--- config.mk ---
export PLATFORM = sky130hd
export DESIGN_NAME = counter_sequencer
export DESIGN_NICKNAME = d
export VERILOG_FILES = /design/src/rtl/counter_sequencer.sv
export SDC_FILE = /design/constraint.sdc
export NUM_CORES = 1
export LEC_CHECK = 0
export BUFFER_PORTS_ARGS = -buffer_cell sky130_fd_sc_hd__buf_2
export CORE_ASPECT_RATIO = 1.2
export CORE_MARGIN = 2
export CORE_UTILIZATION = 53
export CTS_CLUSTER_DIAMETER = 50
export CTS_CLUSTER_SIZE = 8
export DETAILED_ROUTE_END_ITERATION = 8
export PLACE_DENSITY = 0.84
export SLEW_MARGIN = 20
export SYNTH_ARGS = -nofsm -noshare
export SYNTH_HDL_FRONTEND = slang
export SYNTH_SLANG_ARGS = --single-unit
--- constraint.sdc ---
create_clock -name clk -period 2.45 [get_ports clk]
set_input_delay 0.245 -clock clk [delete_from_list [all_inputs] [get_ports clk]]
set_output_delay 0.245 -clock clk [all_outputs]
set_load 0.1 [all_outputs]
--- src/rtl/counter_sequencer.sv ---
// Sequencer that loads the cascaded preset counter and runs it for a
// programmed number of Co rounds, with pause, abort and a done pulse.
// Ports: clk, clrn (async active-low) | start, pause, abort, co,
//   cfg_da/cfg_db/cfg_rounds in | load, en, Da, Db, busy, done,
//   rounds_done out. All outputs come straight from flops.
module counter_sequencer #(
  parameter int WA = 4,
  parameter int WB = 3,
  parameter int WR = 4
) (
  input  logic          clk,
  input  logic          clrn,
  input  logic          start,
  input  logic          pause,
  input  logic          abort,
  input  logic          co,
  input  logic [WA-1:0] cfg_da,
  input  logic [WB-1:0] cfg_db,
  input  logic [WR-1:0] cfg_rounds,
  output logic          load,
  output logic          en,
  output logic [WA-1:0] Da,
  output logic [WB-1:0] Db,
  output logic          busy,
  output logic          done,
  output logic [WR-1:0] rounds_done
);

  typedef enum logic [2:0] {
    S_IDLE,
    S_LOAD,
    S_RUN,
    S_PAUSE,
    S_DONE
  } state_t;

  state_t        state_q, state_d;
  logic [WA-1:0] da_q, da_d;
  logic [WB-1:0] db_q, db_d;
  logic [WR-1:0] left_q, left_d;
  logic [WR-1:0] rdone_q, rdone_d;
  logic          load_q, load_d;
  logic          en_q, en_d;
  logic          busy_q, busy_d;
  logic          done_q, done_d;

  always_comb begin
    state_d = state_q;
    da_d    = da_q;
    db_d    = db_q;
    left_d  = left_q;
    rdone_d = rdone_q;
    unique case (state_q)
      S_IDLE: begin
        if (!abort && start &&
            cfg_rounds != '0) begin
          da_d    = cfg_da;
          db_d    = cfg_db;
          left_d  = cfg_rounds;
          rdone_d = '0;
          state_d = S_LOAD;
        end
      end
      S_LOAD: begin
        state_d = abort ? S_IDLE : S_RUN;
      end
      S_RUN: begin
        if (abort) begin
          state_d = S_IDLE;
        end else if (co) begin
          // count first; a final Co beats pause
          rdone_d = rdone_q + WR'(1);
          left_d  = left_q - WR'(1);
          if (left_q == WR'(1))
            state_d = S_DONE;
          else if (pause)
            state_d = S_PAUSE;
        end else if (pause) begin
          state_d = S_PAUSE;
        end
      end
      S_PAUSE: begin
        if (abort)
          state_d = S_IDLE;
        else if (!pause)
          state_d = S_RUN;
      end
      S_DONE: begin
        state_d = S_IDLE;
      end
      default: begin
        state_d = S_IDLE;
      end
    endcase
  end

  // outputs registered from the next state so they track state_q
  always_comb begin
    load_d = (state_d == S_LOAD);
    en_d   = (state_d == S_LOAD) ||
             (state_d == S_RUN);
    busy_d = (state_d == S_LOAD) ||
             (state_d == S_RUN)  ||
             (state_d == S_PAUSE);
    done_d = (state_d == S_DONE);
  end

  always_ff @(posedge clk or negedge clrn) begin
    if (!clrn) begin
      state_q <= S_IDLE;
      da_q    <= '0;
      db_q    <= '0;
      left_q  <= '0;
      rdone_q <= '0;
      load_q  <= 1'b0;
      en_q    <= 1'b0;
      busy_q  <= 1'b0;
      done_q  <= 1'b0;
    end else begin
      state_q <= state_d;
      da_q    <= da_d;
      db_q    <= db_d;
      left_q  <= left_d;
      rdone_q <= rdone_d;
      load_q  <= load_d;
      en_q    <= en_d;
      busy_q  <= busy_d;
      done_q  <= done_d;
    end
  end

  assign load        = load_q;
  assign en          = en_q;
  assign busy        = busy_q;
  assign done        = done_q;
  assign Da          = da_q;
  assign Db          = db_q;
  assign rounds_done = rdone_q;

endmodule

==> results of run 1 <==
==> flip-flops by register name (all words and copies together), names as in the netlist <==
register	count
state_q	3
Da	4
done	1
en	1
left_q	4
load	1
rounds_done	4
busy	1
Db	3
==> synthesized netlist by cell type (3+ instances only) <==
cell	count	area, um2
nor2_1	6	22.5
ha_1	3	37.5
a21oi_1	5	25.0
mux2_4	4	60.1
mux2_2	4	45.0
o21ai_0	5	25.0
dfrtp_1	22	551
buf_6	3	33.8
nor3_1	3	15.0
nand3_1	3	15.0
inv_1	3	11.3
nand2_1	3	11.3
==> report_power, final <==
group          switching (mW)  total (mW)  internal, mW
clock network           0.109       0.200        0.0910
logic                   0.427       0.554         0.128
registers              0.0491       0.480         0.431
==> cell families after synthesis <==
kind of cell	after synthesis	share of synthesized area
xor+xnor	1	0.00812
mux	10	0.116
flops	22	0.510
compound gates	18	0.116
simple gates	28	0.164
buf+inv	8	0.0510
fa+ha+maj	3	0.0348
==> placed cells by master, fill, tap and decap left out, drive strengths merged, types with 4 or more instances in the layout <==
cell    synthesis  final
clkbuf          1      4
o21ai           5      5
nor2            6      6
dfrtp          22     22
a21oi           5      5
buf             4     31
mux2            8      8
==> worst max path at each step <==
stage / startpoint / endpoint / slack (ns) / depth (start not counted)
3_5_place_dp: state_q[2]$_DFF_PN0_ / Db[2]$_DFFE_PN0P_ / 0.63 / 3
2_1_floorplan: state_q[0]$_DFF_PN0_ / busy$_DFF_PN0_ / 0.76 / 5
6_report: state_q[2]$_DFF_PN0_ / Db[0]$_DFFE_PN0P_ / 0.61 / 3
5_1_grt: state_q[2]$_DFF_PN0_ / Db[0]$_DFFE_PN0P_ / 0.49 / 3
4_1_cts: state_q[2]$_DFF_PN0_ / Db[0]$_DFFE_PN0P_ / 0.60 / 3
3_3_place_gp: cfg_rounds[1] / Da[0]$_DFFE_PN0P_ / 0.69 / 4
==> per-layer routing <==
| metal | track usage | part of all wire | vias up |
|---|---|---|---|
| met1 | 0.228 | 0.42 | 379 |
| met2 | 0.324 | 0.52 | 20 |
| met5 | 0 | 0 | - |
| li1 | - | - | 380 |
| met3 | 0.0410 | 0.037 | 3 |
| met4 | 0.103 | 0.014 | 0 |
==> through the flow <==
| stage | hold slack (ns) | util | instance area [um2] | power (mW) |
|---|---|---|---|---|
| 2_1_floorplan | -0.0506 | - | 1080 | 0.950 |
| 3_3_place_gp | 0.225 | 0.648 | 1210 | 1.03 |
| 3_5_place_dp | 0.229 | 0.648 | 1210 | 1.04 |
| 4_1_cts | 0.110 | 0.673 | 1260 | 1.24 |
| 5_1_grt | 0.122 | 0.673 | 1260 | 1.30 |
| 6_report | 0.114 | 0.673 | 1260 | 1.23 |
==> cell type report <==
type,count,share of cell area
inverter,3,0.00894
multi-input combinational,60,0.375
clock buffer,4,0.0288
tap,19,0.0189
sequential,22,0.437
timing repair buffer,32,0.131
==> critical path, stage by stage, from the launching register on <==
cell,delay (ns)
dfrtp_1,0.46
nor3_1,0.25
and3_1,0.62
mux2_2,0.40
==> impl_metrics.tcl, run 1 <==
set metrics [dict create \
    status "complete, no violations" \
    ys.flop_type "dfrtp_1" \
    postSynthRegisterBits 22 \
    cts_root_buf "clkbuf_4" \
    finalCritPeriodShare 0.753 \
    ys_async_sr_fraction 1.00 \
    hold_start "abort" \
    die_y_um 53.4 \
    fin_cells 140 \
    min_path_type "in2reg" \
    cp_max_fo 14 \
    syn_area_mm2 0.00108 \
    overflow 0 \
    cts_buffer_depth 2 \
    numCtsBuffers 3 \
    relSlewSlack 0.562 \
    fin_skew_ns 0.00588 \
    worst_r2r_startpoint "state_q[2]$_DFF_PN0_" \
    clock-sinks 22 \
    diodes 0 \
    avgSynthCellArea_um2 12.0 \
    core_mm2 0.00187 \
    viasPerCell 5.59 \
    fmaxAchievable_mhz 542 \
    p_per_area_mw_per_mm2 980 \
    ant_nets 0 \
    place_inst 135 \
    drive_above_1_share 0.421 \
    cp.required_ns 2.66 \
    ctsHoldBuffers 1 \
    setup_ws_ns 0.605 \
    syn_to_final_growth_pct 16.8 \
    pin_count 32 \
    die_area_mm2 0.00241 \
    ctsHtreeMaxLevel 1 \
    p_leak_nw 0.637 \
    hold_end "en$_DFF_PN0_" \
    antenna_found_initial 0 \
    grt_pass1_vias 762 \
    grt_start_max_net_pins 23 \
    post-route-min-period_ns 1.84 \
    grt_pass1_wl_um 3270 \
    rsz0062_at_grt "no" \
    cts_resized 0 \
    wl_per_cell_um 14.1 \
    syn_inst 90 \
    post_synth_num_cell_types 34 \
    setup_tns_ns 0 \
    multi_input_area_um2 473 \
    maxCapViolations 0 \
    start_kind "register" \
    drv_slew 0 \
    drc 0 \
    cts_tree "yes" \
    io_buffers 31 \
    dp_hpwl_um 1470 \
    synth_fp_nets 110 \
    wl_um 1980 \
    initial_utilization 0.576 \
    place_congestion 0.771 \
    path_clk_slew_ns 0.12 \
    vias 782 \
    worst_pin_slew_ns 0.657 \
    yosysWarnings 0 \
    fp.dieW_um 45.2 \
    pre_cts_slack_ns 0.633 \
    post-cts-setup-buffers 0 \
    drt_pass1_iterations 3 \
    synth-edff-count 0 \
    finalNetCount 142 \
    crit_type "reg2reg" \
    drt_iter0_markers 11 \
    clock_latency_ns 0.32 \
    grtUsageTotal 0.194 \
    holdPathStages 2 \
    end_kind "register" \
    ir_worst_vdd_uv 481 \
    num_rows 17 \
    hold_viol 0 \
    fill_cells 142 \
    ff2ff_path_depth 3 \
    setup-violations-final 0 \
    reg2reg_slack_ns 0.61 \
    r2r-end "Db[0]$_DFFE_PN0P_" \
    yosysSeqAreaShare 0.510 \
    arrival_ns 2.05 \
    seqCellArea_um2 551 \
]
Power figures use the tool's default switching activity.
==> run 2: changes to the inputs <==
--- a/config.mk
+++ b/config.mk
@@ -5,14 +5,15 @@
 export SDC_FILE = /design/constraint.sdc
 export NUM_CORES = 1
 export LEC_CHECK = 0
+export ABC_AREA = 1
 export BUFFER_PORTS_ARGS = -buffer_cell sky130_fd_sc_hd__buf_2
 export CORE_ASPECT_RATIO = 1.2
 export CORE_MARGIN = 2
-export CORE_UTILIZATION = 53
+export CORE_UTILIZATION = 50
 export CTS_CLUSTER_DIAMETER = 50
 export CTS_CLUSTER_SIZE = 8
 export DETAILED_ROUTE_END_ITERATION = 8
-export PLACE_DENSITY = 0.84
+export PLACE_DENSITY = 0.8
 export SLEW_MARGIN = 20
 export SYNTH_ARGS = -nofsm -noshare
 export SYNTH_HDL_FRONTEND = slang
==> constraint.sdc (replaced) <==
create_clock -name clk -period 1.72 [get_ports clk]
set_input_delay 0.172 -clock clk [delete_from_list [all_inputs] [get_ports clk]]
set_output_delay 0.172 -clock clk [all_outputs]
set_load 0.1 [all_outputs]
==> run 2 against run 1 <==
Effect of this change: area after synthesis up 1.4%; cell count is 41% higher; sequential power up 59%; synthesized cell count rose by 47%; via count is 28% higher; first-iteration DRC count grew 36%; setup slack lost 0.27 ns; register-to-register slack worse by 0.23 ns; clock skew down 0.0031 ns; critical path depth down 2; clock power is 45% higher; core utilization shrank 3.5 points; highest routed layer unchanged.
==> impl_metrics.tcl, run 2 <==
set metrics [dict create \
    pin_count 32 \
    min_path_type "in2reg" \
    max_stage_delay_ns 0.46 \
    status "complete, no violations" \
    synth-edff-count 0 \
    rsz0062_at_grt "no" \
    pre_cts_slack_ns 0.384 \
    synth_top_cell_area_share 0.503 \
    yosys.cell_count.top_type "nand2_1" \
    syn_inst 132 \
    setup-violations-final 0 \
    crit_path_start "rounds_done[0]$_DFFE_PN0P_" \
    crit_type "reg2out" \
    grt_pass1_vias 987 \
    cts_tree "yes" \
    core_mm2 0.00207 \
    drc 0 \
    grt_pass1_wl_um 4000 \
    die_area_mm2 0.00258 \
    ir_worst_vdd_uv 1070 \
    cts_root_buf "clkbuf_4" \
    setup_ws_ns 0.336 \
    post-cts-setup-buffers 0 \
    end_kind "output port" \
    worst_r2r_startpoint "left_q[0]$_DFFE_PN0P_" \
    drv_slew 0 \
    overflow 0 \
    cts_buffer_depth 2 \
    io_buffers 31 \
    synthTopCellsByArea "dfrtp_1 (50%), nand2_1 (17%), nand3_1 (5.9%), inv_1 (3.8%), ha_1 (3.4%)" \
    drt_iter0_markers 15 \
    ctsHtreeMaxLevel 1 \
    p_leak_nw 0.777 \
    finalCritPeriodShare 0.805 \
    start_kind "register" \
    grtUsageTotal 0.206 \
    cp_max_fo 5 \
    reg2reg_slack_ns 0.38 \
    numCtsBuffers 3 \
    crit_end "rounds_done[0]" \
    postSynthRegisterBits 22 \
    antenna_found_initial 0 \
    synth_fp_nets 152 \
    die_y_um 55.2 \
    yosysWarnings 0 \
    wl_per_cell_um 11.5 \
    clock_latency_ns 0.32 \
    maxCapViolations 0 \
    worst_pin_slew_ns 0.484 \
    syn_area_mm2 0.00109 \
    dp_hpwl_um 1690 \
    ys.flop_type "dfrtp_1" \
    yosysSeqAreaShare 0.503 \
    post_synth_num_cell_types 20 \
    drive_above_1_share 0.263 \
    ant_nets 0 \
    path_clk_slew_ns 0.12 \
    finalNetCount 188 \
    diodes 0 \
    slowest_stage "buf_2" \
    synthTopCellsByCount "nand2_1 (49), dfrtp_1 (22), nand3_1 (13)" \
    ctsHoldBuffers 1 \
    path_cells "buf_2" \
    fin_skew_ns 0.00279 \
    cts_resized 0 \
    cp.required_ns 1.55 \
    synth_top_cell_by_area "dfrtp_1" \
    path_buf_inv 1 \
    relSlewSlack 0.677 \
    cpLargestDelayFamily "buffers and inverters" \
    path_depth 1 \
    place_congestion 0.850 \
    mostFrequentLayoutCells "nand2_1 (49), buf_2 (31), dfrtp_1 (22), nand3_1 (13), inv_1 (11)" \
    r2r-end "left_q[2]$_DFFE_PN0P_" \
    vias 1000 \
    p_per_area_mw_per_mm2 1720 \
    syn_to_final_growth_pct 20.8 \
    wl_um 2260 \
    avgSynthCellArea_um2 8.28 \
    viasPerCell 5.08 \
    grt_start_max_net_pins 23 \
    arrival_ns 1.21 \
    mostFrequentLayoutCell "nand2_1" \
    drt_pass1_iterations 4 \
    fp.dieW_um 46.7 \
    initial_utilization 0.528 \
    num_rows 18 \
    setup_tns_ns 0 \
    fmaxAchievable_mhz 722 \
    ys_async_sr_fraction 1.00 \
    hold_viol 0 \
    clock-sinks 22 \
    post-route-min-period_ns 1.38 \
    ff2ff_path_depth 7 \
]
[run 2: changes by cell type in the layout (fill, tap and decap cells not counted), sizes merged, moves of 3 or more]
cell   delta
nand2    +48
nand3    +12
inv      +10
mux2      -8
nand4     +3
nor2      +3
nor3      -3
[run 2: worst min-delay path by stage]
stage	startpoint	cells after the start	slack (ns)	endpoint
6_report	cfg_db[0]	3	0.04	Db[0]$_DFFE_PN0P_
5_1_grt	cfg_da[3]	3	0.04	Da[3]$_DFFE_PN0P_
4_1_cts	cfg_da[2]	3	0.04	Da[2]$_DFFE_PN0P_
3_5_place_dp	clrn	1	0.17	state_q[0]$_DFF_PN0_
3_3_place_gp	clrn	1	0.16	done$_DFF_PN0_
2_1_floorplan	clrn	0	-0.12	Da[0]$_DFFE_PN0P_
[run 2: report_power, final]
part           switching [mW]  total [mW]  internal, mW
Sequential              0.102       0.765         0.663
Combinational           0.987        1.21         0.225
Clock                   0.161       0.290         0.130
[run 2: final cells by class]
class                      count  area (um2)
clock buffer                   4        36.3
fill                         191         751
inverter                      14        52.6
multi-input combinational     95         479
sequential                    22         551
tap                           30        37.5
timing repair buffer          32         165
[run 2: kinds of logic (layout without fill, tap and decap cells)]
| logic type | count (synthesis) | count (layout) | share of synthesized area |
|---|---|---|---|
| and+or+nand+nor | 80 | 80 | 0.342 |
| DFF | 22 | 22 | 0.503 |
| buffers and inverters | 15 | 50 | 0.0584 |
| AOI/OAI and AO/OA | 10 | 10 | 0.0458 |
| adders and majority gates | 3 | 3 | 0.0343 |
| xor gates and xnor gates | 2 | 2 | 0.0160 |
[run 2: stage by stage]
stage / cell area [um2] / util / instances / power, mW / hold slack (ns)
6_report: 1320 / 0.638 / 197 / 2.27 / 0.0360
4_1_cts: 1320 / 0.638 / 197 / 2.28 / 0.0356
3_3_place_gp: 1270 / 0.615 / 192 / 1.95 / 0.156
5_1_grt: 1320 / 0.638 / 197 / 2.41 / 0.0387
3_5_place_dp: 1270 / 0.615 / 192 / 1.99 / 0.169
2_1_floorplan: 1090 / - / 132 / 1.77 / -0.124
[run 2: layer usage]
| metal | vias to the layer above | wire (um) | GRT usage |
|---|---|---|---|
| li1 | 487 | - | - |
| met1 | 468 | 969 | 0.277 |
| met2 | 38 | 1090 | 0.315 |
| met3 | 7 | 140 | 0.0359 |
| met4 | 0 | 55 | 0.0952 |
| met5 | - | 0 | 0 |
==> run 3: changes to the inputs <==
--- a/config.mk
+++ b/config.mk
@@ -9,11 +9,11 @@
 export BUFFER_PORTS_ARGS = -buffer_cell sky130_fd_sc_hd__buf_2
 export CORE_ASPECT_RATIO = 1.2
 export CORE_MARGIN = 2
-export CORE_UTILIZATION = 50
+export CORE_UTILIZATION = 45
 export CTS_CLUSTER_DIAMETER = 50
 export CTS_CLUSTER_SIZE = 8
 export DETAILED_ROUTE_END_ITERATION = 8
-export PLACE_DENSITY = 0.8
+export PLACE_DENSITY = 0.76
 export SLEW_MARGIN = 20
 export SYNTH_ARGS = -nofsm -noshare
 export SYNTH_HDL_FRONTEND = slang
==> constraint.sdc (replaced) <==
create_clock -name clk -period 1.1 [get_ports clk]
set_input_delay 0.11 -clock clk [delete_from_list [all_inputs] [get_ports clk]]
set_output_delay 0.11 -clock clk [all_outputs]
set_load 0.1 [all_outputs]
==> run 3 against run 2 <==
Effect of this change: the flow now finishes with violations (negative setup slack); core utilization rose by 19 points; count of clock-buffer cells in the layout did not move; register-to-register slack got worse by 0.65 ns; cell area rose by 45%; critical endpoint is now Db[1]$_DFFE_PN0P_.
==> impl_metrics.tcl, run 3 (synthesis results as in run 2) <==
set metrics [dict create \
    p_per_area_mw_per_mm2 2470 \
    pin_count 32 \
    grtUsageTotal 0.231 \
    initial_utilization 0.474 \
    syn_to_final_growth_pct 75.5 \
    wl_um 3830 \
    wl_per_cell_um 17.2 \
    arrival_ns 1.62 \
    clock_latency_ns 0.31 \
    fin_cells 223 \
    cpLargestDelayFamily "simple AND/OR/NAND/NOR gates" \
    post-route-util 0.832 \
    cp_max_fo 8 \
    fmaxAchievable_mhz 732 \
    cts_buffer_depth 2 \
    start_kind "register" \
    cts_root_buf "clkbuf_4" \
    grt_pass1_vias 1146 \
    use_met2 0.423 \
    crit_type "reg2reg" \
    num_rows 19 \
    cts_tree "yes" \
    max_stage_delay_ns 0.48 \
    drt_iter0_markers 51 \
    drt_pass1_iterations 4 \
    path_clk_slew_ns 0.13 \
    drc 0 \
    ff2ff_path_depth 6 \
    fp.dieW_um 49 \
    min_path_type "in2reg" \
    p_leak_nw 0.940 \
    grtUsageMet1 0.262 \
    drive_above_1_share 0.526 \
    status "complete, but fails checks" \
    mostFrequentLayoutCell "nand2_1" \
    fin_skew_ns 0.00425 \
    grt_pass1_wl_um 4970 \
    hold_viol 0 \
    grt_use_met3 0.0464 \
    vias 1230 \
    mostFrequentLayoutCells "nand2_1 (42), buf_2 (17), buf_12 (15), buf_4 (13), dfrtp_1 (10)" \
    busiest_layer "met2" \
    ant_nets 0 \
    dp_hpwl_um 1950 \
    cpMostUsedCell "nand2_1" \
    ir_worst_vdd_uv 2930 \
    drv_slew 0 \
    relSlewSlack 0.669 \
    violations "negative setup slack" \
    path_cells "nor2_4 > buf_4 > nand3_4 > clkinvlp_4 > nand2_1 > nand2_1" \
    pre_cts_slack_ns -0.181 \
    grt_start_max_net_pins 23 \
    maxCapViolations 0 \
    worst_pin_slew_ns 0.496 \
    io_buffers 31 \
    die_y_um 58 \
    place_congestion 0.807 \
    rsz0062_at_grt "yes" \
    finalNetCount 213 \
    holdPathStages 3 \
    end_kind "register" \
    power_mw 4.75 \
    viasPerCell 5.52 \
    place_inst 202 \
    path_buf_inv 2 \
    die_area_mm2 0.00284 \
    numCtsBuffers 3 \
    diodes 0 \
    core_mm2 0.00231 \
    post-route-min-period_ns 1.37 \
    finalCritPeriodShare 1.24 \
    ctsHtreeMaxLevel 1 \
    path_depth 6 \
    clock-sinks 22 \
    cp.required_ns 1.36 \
    setup_ws_ns -0.266 \
    antenna_found_initial 0 \
    slowest_stage "dfrtp_2" \
    overflow 0 \
    setup-violations-final 25 \
]
==> run 3: cell count changes in the layout (fill, tap and decap cells not counted), sizes merged <==
cell	change
buf	+20
dlygate4sd3	+4
clkinv	-1
clkinvlp	+1
nand3	+1
==> run 3: final cells by class <==
class | count | area [um2]
clock buffers | 4 | 26.3
inverters | 14 | 61.3
fillers | 121 | 387
repair buffers | 56 | 601
flip-flops and latches | 22 | 573
multi-input cells | 96 | 619
well taps | 31 | 38.8
==> run 3: final timing paths <==
| path | from | slack, ns | to |
|---|---|---|---|
| worst max-delay path | state_q[2]$_DFF_PN0_ | -0.27 | Db[1]$_DFFE_PN0P_ |
| worst min-delay path | cfg_da[3] | 0.01 | Da[3]$_DFFE_PN0P_ |
| worst max register to register | state_q[2]$_DFF_PN0_ | -0.27 | Db[1]$_DFFE_PN0P_ |
| worst min register to register | Da[3]$_DFFE_PN0P_ | 0.53 | Da[3]$_DFFE_PN0P_ |
| max in group asynchronous | clrn | 0.44 | rounds_done[1]$_DFFE_PN0P_ |
| min in group asynchronous | clrn | 0.28 | done$_DFF_PN0_ |
==> run 3: worst reg2reg max path, stage by stage, from the launching register on <==
cell and delay (ns):
dfrtp_2 0.48, nor2_4 0.18, buf_4 0.15, nand3_4 0.13
clkinvlp_4 0.20, nand2_1 0.10, nand2_1 0.08
==> run 3: routing by layer <==
metal,vias up,share of wire
li1,540,-
met1,597,0.35
met2,71,0.54
met3,22,0.069
met4,0,0.039
met5,-,0
==> run 3: timing repair <==
action                                  in CTS  in global routing
gates resized for setup                     16                 22
endpoints found under the hold margin       25                  1
pin swaps                                    8                 14
setup buffers                                5                  6
hold buffers                                 4                  1
endpoints found under the setup margin      25                 25
gates cloned                                 1                  1
==> run 3: power by group <==
part | internal [mW] | switching [mW] | total (mW)
Clock | 0.142 | 0.254 | 0.396
Sequential | 1.07 | 0.295 | 1.36
Combinational | 1.13 | 1.86 | 2.99
Total | 2.34 | 2.41 | 4.75
==> run 3: through the flow <==
stage                     instance area, um2  TNS, ns  hold WS [ns]
final                                   1920    -4.44        0.0124
after detailed placement                1610    -2.71        0.0976
after CTS                               1780    -2.61      0.000272
after floorplan                         1130   -0.468        -0.186
after global placement                  1610    -1.41        0.0923
after global routing                    1920    -5.71        0.0178
